===== config.mk =====
export PLATFORM = sky130hd
export DESIGN_NAME = miner_slave_regs
export DESIGN_NICKNAME = d
export VERILOG_FILES = /design/src/rtl/miner_slave_regs.sv
export SDC_FILE = /design/constraint.sdc
export NUM_CORES = 2
export LEC_CHECK = 0
export ABC_AREA = 1
export BUFFER_PORTS_ARGS = -buffer_cell sky130_fd_sc_hd__buf_4
export CAP_MARGIN = 20
export CELL_PAD_IN_SITES_DETAIL_PLACEMENT = 0
export CELL_PAD_IN_SITES_GLOBAL_PLACEMENT = 2
export CORE_MARGIN = 4
export CORE_UTILIZATION = 31
export DETAILED_ROUTE_END_ITERATION = 7
export PLACE_DENSITY_LB_ADDON = 0.1
export SYNTH_ARGS = -nofsm -noshare
export SYNTH_HDL_FRONTEND = slang
export SYNTH_SLANG_ARGS = --single-unit

===== constraint.sdc =====
create_clock -name clk -period 36 [get_ports clk]
set_input_delay 7.2 -clock clk [delete_from_list [all_inputs] [get_ports clk]]
set_output_delay 7.2 -clock clk [all_outputs]
set_load 0.05 [all_outputs]

===== src/rtl/miner_slave_regs.sv =====
// rtl/miner_slave_regs.sv - host register bank and command FSM in front of the hash core
//
// Purpose: holds the 256-bit target and 608-bit header written by the host,
// sequences start/abort pulses to the hash core, captures the winning nonce
// and returns status/nonce on registered host reads.
// Optional feature: define MINER_IRQ_EN to add the irq output.
//
// Ports:
//   clk, rst          clock (rising edge), asynchronous active-high reset
//   slaveAddr         word address
//   slaveWriteData    write data
//   slaveWrite        write strobe (qualified by slaveChipSelect)
//   slaveRead         read strobe (qualified by slaveChipSelect)
//   slaveChipSelect   block select
//   slaveReadData     registered read data, valid 1 cycle after the strobe
//   core_target       target to core
//   core_msg          message header to core
//   core_start        1-cycle start pulse
//   core_abort        1-cycle abort pulse
//   core_found        1-cycle pulse, core_nonce valid
//   core_nonce        winning nonce
//   irq               (MINER_IRQ_EN only) set on entry to FOUND
module miner_slave_regs #(
  parameter int ADDR_W       = 5,
  parameter int TARGET_WORDS = 8,
  parameter int MSG_WORDS    = 19
) (
  input  logic                      clk,
  input  logic                      rst,
  input  logic [ADDR_W-1:0]         slaveAddr,
  input  logic [31:0]               slaveWriteData,
  input  logic                      slaveWrite,
  input  logic                      slaveRead,
  input  logic                      slaveChipSelect,
  output logic [31:0]               slaveReadData,
  output logic [32*TARGET_WORDS-1:0] core_target,
  output logic [32*MSG_WORDS-1:0]   core_msg,
  output logic                      core_start,
  output logic                      core_abort,
  input  logic                      core_found,
  input  logic [31:0]               core_nonce
`ifdef MINER_IRQ_EN
  ,
  output logic                      irq
`endif
);

  localparam logic [31:0] STATUS_ADDR = 32'd0;
  localparam logic [31:0] CMD_ADDR    = 32'd1;
  localparam logic [31:0] TGT_BASE    = 32'd2;
  localparam logic [31:0] NONCE_ADDR  = TGT_BASE + 32'(TARGET_WORDS);
  localparam logic [31:0] MSG_BASE    = NONCE_ADDR + 32'd1;
  localparam logic [31:0] MSG_END     = MSG_BASE + 32'(MSG_WORDS);
  localparam int          TGT_IW      = (TARGET_WORDS > 1) ? $clog2(TARGET_WORDS) : 1;
  localparam int          MSG_IW      = (MSG_WORDS > 1) ? $clog2(MSG_WORDS) : 1;

  typedef enum logic [1:0] {
    S_IDLE   = 2'd0,
    S_TGT    = 2'd1,
    S_MINING = 2'd2,
    S_FOUND  = 2'd3
  } state_t;

  state_t state_q, state_d;

  logic [TARGET_WORDS-1:0][31:0] target_q;
  logic [MSG_WORDS-1:0][31:0]    msg_q;
  logic [31:0]                   nonce_q;

  logic              wr_en, rd_en;
  logic [31:0]       addr_ext, tgt_off, msg_off;
  logic              in_tgt, in_msg, cmd_wr;
  logic [TGT_IW-1:0] tgt_idx;
  logic [MSG_IW-1:0] msg_idx;
  logic [1:0]        cmd;
  logic              start_d, abort_d, found_ok, cmd_ok;
  logic [31:0]       rd_data;

  assign wr_en    = slaveChipSelect & slaveWrite;
  assign rd_en    = slaveChipSelect & slaveRead;
  assign addr_ext = 32'(slaveAddr);
  assign tgt_off  = addr_ext - TGT_BASE;
  assign msg_off  = addr_ext - MSG_BASE;
  assign tgt_idx  = tgt_off[TGT_IW-1:0];
  assign msg_idx  = msg_off[MSG_IW-1:0];
  assign in_tgt   = (addr_ext >= TGT_BASE) && (addr_ext < NONCE_ADDR);
  assign in_msg   = (addr_ext >= MSG_BASE) && (addr_ext < MSG_END);
  assign cmd_wr   = wr_en && (addr_ext == CMD_ADDR);
  assign cmd      = slaveWriteData[1:0];

  assign core_target = target_q;
  assign core_msg    = msg_q;

  // Command decode and found handling. An abort in the same cycle as
  // core_found takes priority so the nonce of an aborted run is never kept.
  always_comb begin
    state_d  = state_q;
    start_d  = 1'b0;
    abort_d  = 1'b0;
    found_ok = 1'b0;
    cmd_ok   = 1'b0;
    if (cmd_wr) begin
      case (cmd)
        2'd1: if (state_q != S_MINING) begin
          state_d = S_TGT;
          cmd_ok  = 1'b1;
        end
        2'd2: if (state_q != S_MINING) begin
          state_d = S_MINING;
          start_d = 1'b1;
          cmd_ok  = 1'b1;
        end
        2'd3: if (state_q == S_MINING) begin
          state_d = S_IDLE;
          abort_d = 1'b1;
          cmd_ok  = 1'b1;
        end
        default: ;
      endcase
    end
    if (core_found && (state_q == S_MINING) && !abort_d) begin
      state_d  = S_FOUND;
      found_ok = 1'b1;
    end
  end

  // Read mux sees the current (pre-write) register contents.
  always_comb begin
    rd_data = 32'd0;
    if (addr_ext == STATUS_ADDR) begin
      rd_data = {30'd0, state_q};
    end else if (in_tgt) begin
      rd_data = target_q[tgt_idx];
    end else if (addr_ext == NONCE_ADDR) begin
      rd_data = nonce_q;
    end else if (in_msg) begin
      rd_data = msg_q[msg_idx];
    end
  end

  always_ff @(posedge clk or posedge rst) begin
    if (rst) begin
      state_q       <= S_IDLE;
      target_q      <= '0;
      msg_q         <= '0;
      nonce_q       <= 32'd0;
      slaveReadData <= 32'd0;
      core_start    <= 1'b0;
      core_abort    <= 1'b0;
    end else begin
      state_q    <= state_d;
      core_start <= start_d;
      core_abort <= abort_d;
      if (found_ok) begin
        nonce_q <= core_nonce;
      end
      if (rd_en) begin
        slaveReadData <= rd_data;
      end
      // Core inputs are frozen while mining.
      if (wr_en && (state_q != S_MINING)) begin
        if (in_tgt) begin
          target_q[tgt_idx] <= slaveWriteData;
        end
        if (in_msg) begin
          msg_q[msg_idx] <= slaveWriteData;
        end
      end
    end
  end

`ifdef MINER_IRQ_EN
  logic irq_set, irq_clr;
  assign irq_set = (state_d == S_FOUND) && (state_q != S_FOUND);
  assign irq_clr = (rd_en && (addr_ext == STATUS_ADDR)) || cmd_ok;

  always_ff @(posedge clk or posedge rst) begin
    if (rst) begin
      irq <= 1'b0;
    end else if (irq_set) begin
      irq <= 1'b1;
    end else if (irq_clr) begin
      irq <= 1'b0;
    end
  end
`endif

endmodule


Word level (Yosys, flattened, before mapping)
Index checks and enable logic that the tools add are counted.
- reduce and logical (&&, ||, !) cells: 15
- magnitude comparators: 8
- equal/unequal tests: 10
- muxes and demuxes: 27
- bitwise logic cells: 2
- $add $sub $neg: 2
- operator list (operator ; number):
    $bwmux W608 ; 1
    $bwmux W256 ; 1
    $mux W32 ; 8
    $bmux W32 S5 ; 1
    $demux W32 S5 ; 1
    $bmux W32 S3 ; 1
    $demux W32 S3 ; 1
    $logic_not A32 Y1 ; 1
    $mux W2 ; 5
    $ne A3 B3 Y1 const B ; 3
    $logic_and A1 B1 Y1 ; 8
    $mux W1 ; 7
    $eq A2 B2 Y1 const B ; 3
    $lt A5 B6 Y1 const B ; 1
    $pmux W2 S3 ; 1
    $eq A5 B1 Y1 const B ; 1
    $eq A5 B4 Y1 const B ; 1
    $ge A5 B1 Y1 const B ; 1
    $ge A5 B2 Y1 const B ; 1
    $ge A5 B4 Y1 const B ; 1
    $lt A5 B4 Y1 const B ; 1
    $lt A5 B5 Y1 const B ; 1
    $reduce_and A5 Y1 ; 1
    $sub A5 B4 Y5 const B ; 1
    other kinds (10) ; 12
- word-level logic and storage cells: 96
- flip-flop bits (word level): 932
- bits of input ports: 75
- output and inout port bits: 898

Logic depth before layout (Yosys ltp)
- depth after elaboration: 8
- gate-level depth with buffers: 20
- depth with buffers taken out: 15

Least setup slack after synthesis
OpenSTA, ideal clock, no wires.
- path kind: input port to flip-flop
- from: input slaveAddr[0]
- to: register slaveReadData[13]
- slack: 26.370 ns
- data arrival time: 9.508 ns
- path buffers: 7
- cell stages on the path: 17
- required time: 35.879 ns
- cells stage by stage: buf_2 -> inv_2 -> buf_2 -> buf_2 -> buf_4 -> buf_2 -> ha_1 -> inv_2 -> clkbuf_1 -> clkbuf_1 -> nand3_1 -> nand3_1 -> nand3_1 -> nand3_1 -> nor2_1 -> o21bai_1 -> nand2_1
- longest elaborated chain between the ends: 7
- elaborated cells on any way between the ends: 18
- RTL lines (what ; line ; text):
    start, declared ; 30 ; input logic [ADDR_W-1:0] slaveAddr,
    $sub A5 B4 Y5 ; 83 ; assign msg_off = addr_ext - MSG_BASE;
    $bmux W32 S5 ; 137 ; rd_data = msg_q[msg_idx];
    $mux W32 (implied by the code) ; 137 ;
    $mux W32 ; 136 ; end else if (in_msg) begin
    $mux W32 ; 134 ; end else if (addr_ext == NONCE_ADDR) begin
    $mux W32 ; 132 ; end else if (in_tgt) begin
    $mux W32 (*) ; 130 ; if (addr_ext == STATUS_ADDR) begin
    end signal, assigned ; 158 ; slaveReadData <= rd_data;
    end, declared ; 35 ; output logic [31:0] slaveReadData,
Every way passes the cells marked *; elsewhere a longest branch is shown, timed or not. The select of a mux whose other input is x is not followed.
A chain may end at the register's enable or synchronous reset.

Worst setup path after layout
- from: input slaveAddr[0]
- to: register slaveReadData[10]
The elaborated chain is that of the path after synthesis.

==> flow_summary.toml <==
[sta]
worst_pin_slew_ns = 1.16
max_freq_mhz = 91.7
slew_viol_final = 0
fin_crit_ns = 10.90
skew_ns = 0.0409
whs_ns = 0.481
hold_viol_final = 0
rsz0062_at_grt = "no"
slew_headroom_pct = 22.0
setup-violations-final = 0
setup_ws_ns = 25.10
min_period_over_period_pct = 30.3
setup_tns_ns = 0

[worst_setup_path]
crit_family = "buffers and inverters"
critical_path_buf_inv_count = 4
worstSetupEndpointType = "flop"
crit_chain = "buf_8 -> inv_8 -> ha_4 -> inv_6 -> buf_4 -> a21oi_1 -> o21ai_0 -> nand2_1 -> a21oi_1 -> nor2_1 -> nor2_1 -> nand2_1 -> nand2_1 -> nand2_1 -> nand2_1"
r2r_end = "core_target[124]$_DFFE_PP0P_"
crit_slowest_cell = "inv_6"
reg2reg_from = "state_q[1]$_DFFE_PP0P_"
max_stage_delay_ns = 0.69
cp_common_cell = "nand2_1"
crit_required_ns = 36.64
r2r_slack_ns = 33.17
r2r_cells = 7
critPathMaxFanout = 93
critPathArrivalTime_ns = 11.55
path_class = "input pin to flop"
start_kind = "input pin"

[routing]
dr.pass1.iters = 6
wl_um = 233000
vias = 41500
viasPerCell = 5.20
ant_nets = 0
drc_errors = 0
wl_per_cell_um = 29.2
drt_iter0_markers = 4276

[layout]
final_cells = 7987
nNetsFinal = 6182
fillers = 14300
area_growth_pct = 28.3
final_common_cell = "nand2_1"
drive_gt1_share_pct = 20.7
multi_input_area_sq_um = 16600
final_cell_mix = "nand2_1 (1409), buf_4 (1033), dfrtp_1 (932)"
post-route-util_pct = 40.1
seq_area_sq_um = 23300

[global_route]
grt_max_degree = 152
first_global_vias = 39900
gr-total-overflow = 0
gr-usage-all-layers_pct = 31.1
antenna_found_initial = 8
grt_pass1_wl_um = 325000

[floorplan]
rows = 136
io_pins = 973
start_util_pct = 31.2
die_area_sq_um = 145000
core-area_sq_um = 138000
die_w_um = 380
die_h_um = 380

[synth]
ys_seq_area_share_pct = 54.3
yosys_warnings = 0
synth_cells = 5371
ys_ff_latch = 932
syn_area_per_cell_sq_um = 8.00
yosysTopAreaCellShare_pct = 54.3
synth_area_leader_cell = "dfrtp_1"
syn_area_sq_um = 43000
yosysUniqueCellTypes = 32
syn_nets = 5456
synth_area_leaders = "dfrtp_1 (54%), nand2_1 (12%), o21ai_0 (8.5%), a21oi_1 (7.3%), nor2_1 (3.7%)"

[clock_tree]
cts_root_buffer = "clkbuf_16"
hold_buffers = 0
clk_pin_slew_ns = 0.06
clk_latency_ns = 0.74
clock_path_buffers = 3
cts_buffers = 111
cts_sinks = 932
postCtsSetupRepairBufs = 0
cts_tree = "built"
h-tree-depth = 3
cts_resized = 0

[place]
gp_congestion = 0.877
dp_slack_ns = 24.45
port_buffers = 972
dp.cells = 7773
dpl.hpwl_um = 167000

[power]
vdd_ir_drop_max_uv = 43.3
p_leak_nw = 27.3
p_per_area_nw_per_um2 = 85.2

[run_status]
status = "finished clean"

[hold_path]
min-delay-start = "nonce_q[22]$_DFFE_PP0P_"
worstHoldPathCells = 2
holdPathEnd = "nonce_q[22]$_DFFE_PP0P_"
hp-class = "flop to flop"

[flow_run]
max_cap_viol_count = 0
==> per-stage QoR <==
step	total power, mW	area (sq um)
after floorplan	2.75	43000
after global placement	3.55	51300
after detailed placement	3.56	51400
after CTS	4.73	55000
after global routing	4.89	55200
final	4.70	55200
==> worst register-to-register path, cell delays in order (launching register included) <==
cell,delay (ns)
dfrtp_1,0.39
inv_1,0.06
nor2_1,0.08
nor2_1,0.10
inv_1,0.18
nor2_2,0.56
nand3_4,0.86
o21ai_0,0.51
==> worst max-delay path by stage <==
stage | start | to | slack [ns] | depth (start not counted)
after global routing | rst | core_msg[69]$_DFFE_PP0P_ | 24.85 | 6
after detailed placement | slaveAddr[0] | slaveReadData[10]$_DFFE_PP0P_ | 24.45 | 15
final | slaveAddr[0] | slaveReadData[10]$_DFFE_PP0P_ | 25.10 | 15
after global placement | slaveAddr[0] | slaveReadData[10]$_DFFE_PP0P_ | 24.42 | 15
after floorplan | rst | core_abort$_DFF_PP0_ | 2.59 | 1
after CTS | slaveAddr[0] | slaveReadData[10]$_DFFE_PP0P_ | 25.22 | 15
==> metal layers <==
layer | wire length (um) | global-route usage [%] | part of all wire [%] | up-vias
li1 | - | - | - | 18900
met2 | 102000 | 47.1 | 44 | 1681
met4 | 8580 | 10.3 | 3.7 | 0
met3 | 19000 | 8.13 | 8.2 | 252
met5 | 0 | 0 | 0 | -
met1 | 104000 | 43.4 | 44 | 20700
==> cell usage after synthesis <==
master / number
clkinv_1: 16
nor3_1: 1
ha_1: 10
o211ai_1: 4
nor4_1: 1
nand3_2: 1
o21ai_1: 65
nand2_2: 6
inv_4: 1
dfrtp_1: 932
inv_1: 326
o211ai_2: 1
clkbuf_1: 229
inv_2: 7
nand3_1: 293
nand2_1: 1413
nand4_1: 1
o21ai_0: 733
a22oi_1: 29
buf_2: 162
o21bai_1: 15
a21oi_1: 629
o221ai_1: 2
nor2_2: 2
nor2_4: 19
nor2_8: 4
buf_1: 20
nor2_1: 420
buf_4: 19
o22ai_1: 4
nand2_4: 5
clkbuf_2: 1
==> flip-flops by register name, summed over array words and instances (netlist names) <==
register / cells
core_start: 1
core_target: 256
nonce_q: 32
core_abort: 1
state_q: 2
core_msg: 608
slaveReadData: 32
==> cell families after synthesis <==
logic type	Yosys count	synth area share [%]
buffers and inverters	781	7.47
adders and majority gates	10	0.291
DFF	932	54.3
AOI/OAI and AO/OA	1482	17.6
and+or+nand+nor	2166	20.4
==> layout make-up <==
type	count	area share [%]
sequential	932	42.3
multi-input combinational	3658	30.0
timing repair buffer	1044	14.5
clock buffer	170	6.00
tap	1794	4.07
inverter	350	2.42
clock inverter	34	0.640
antenna	5	0.0227
==> where the power goes <==
group / internal [mW] / switching [mW] / leakage, nW
clock: 0.672 / 0.485 / 1.81
sequential: 1.31 / 0.285 / 11.5
combinational: 0.498 / 1.45 / 14.0
Power figures use the tool's default switching activity.
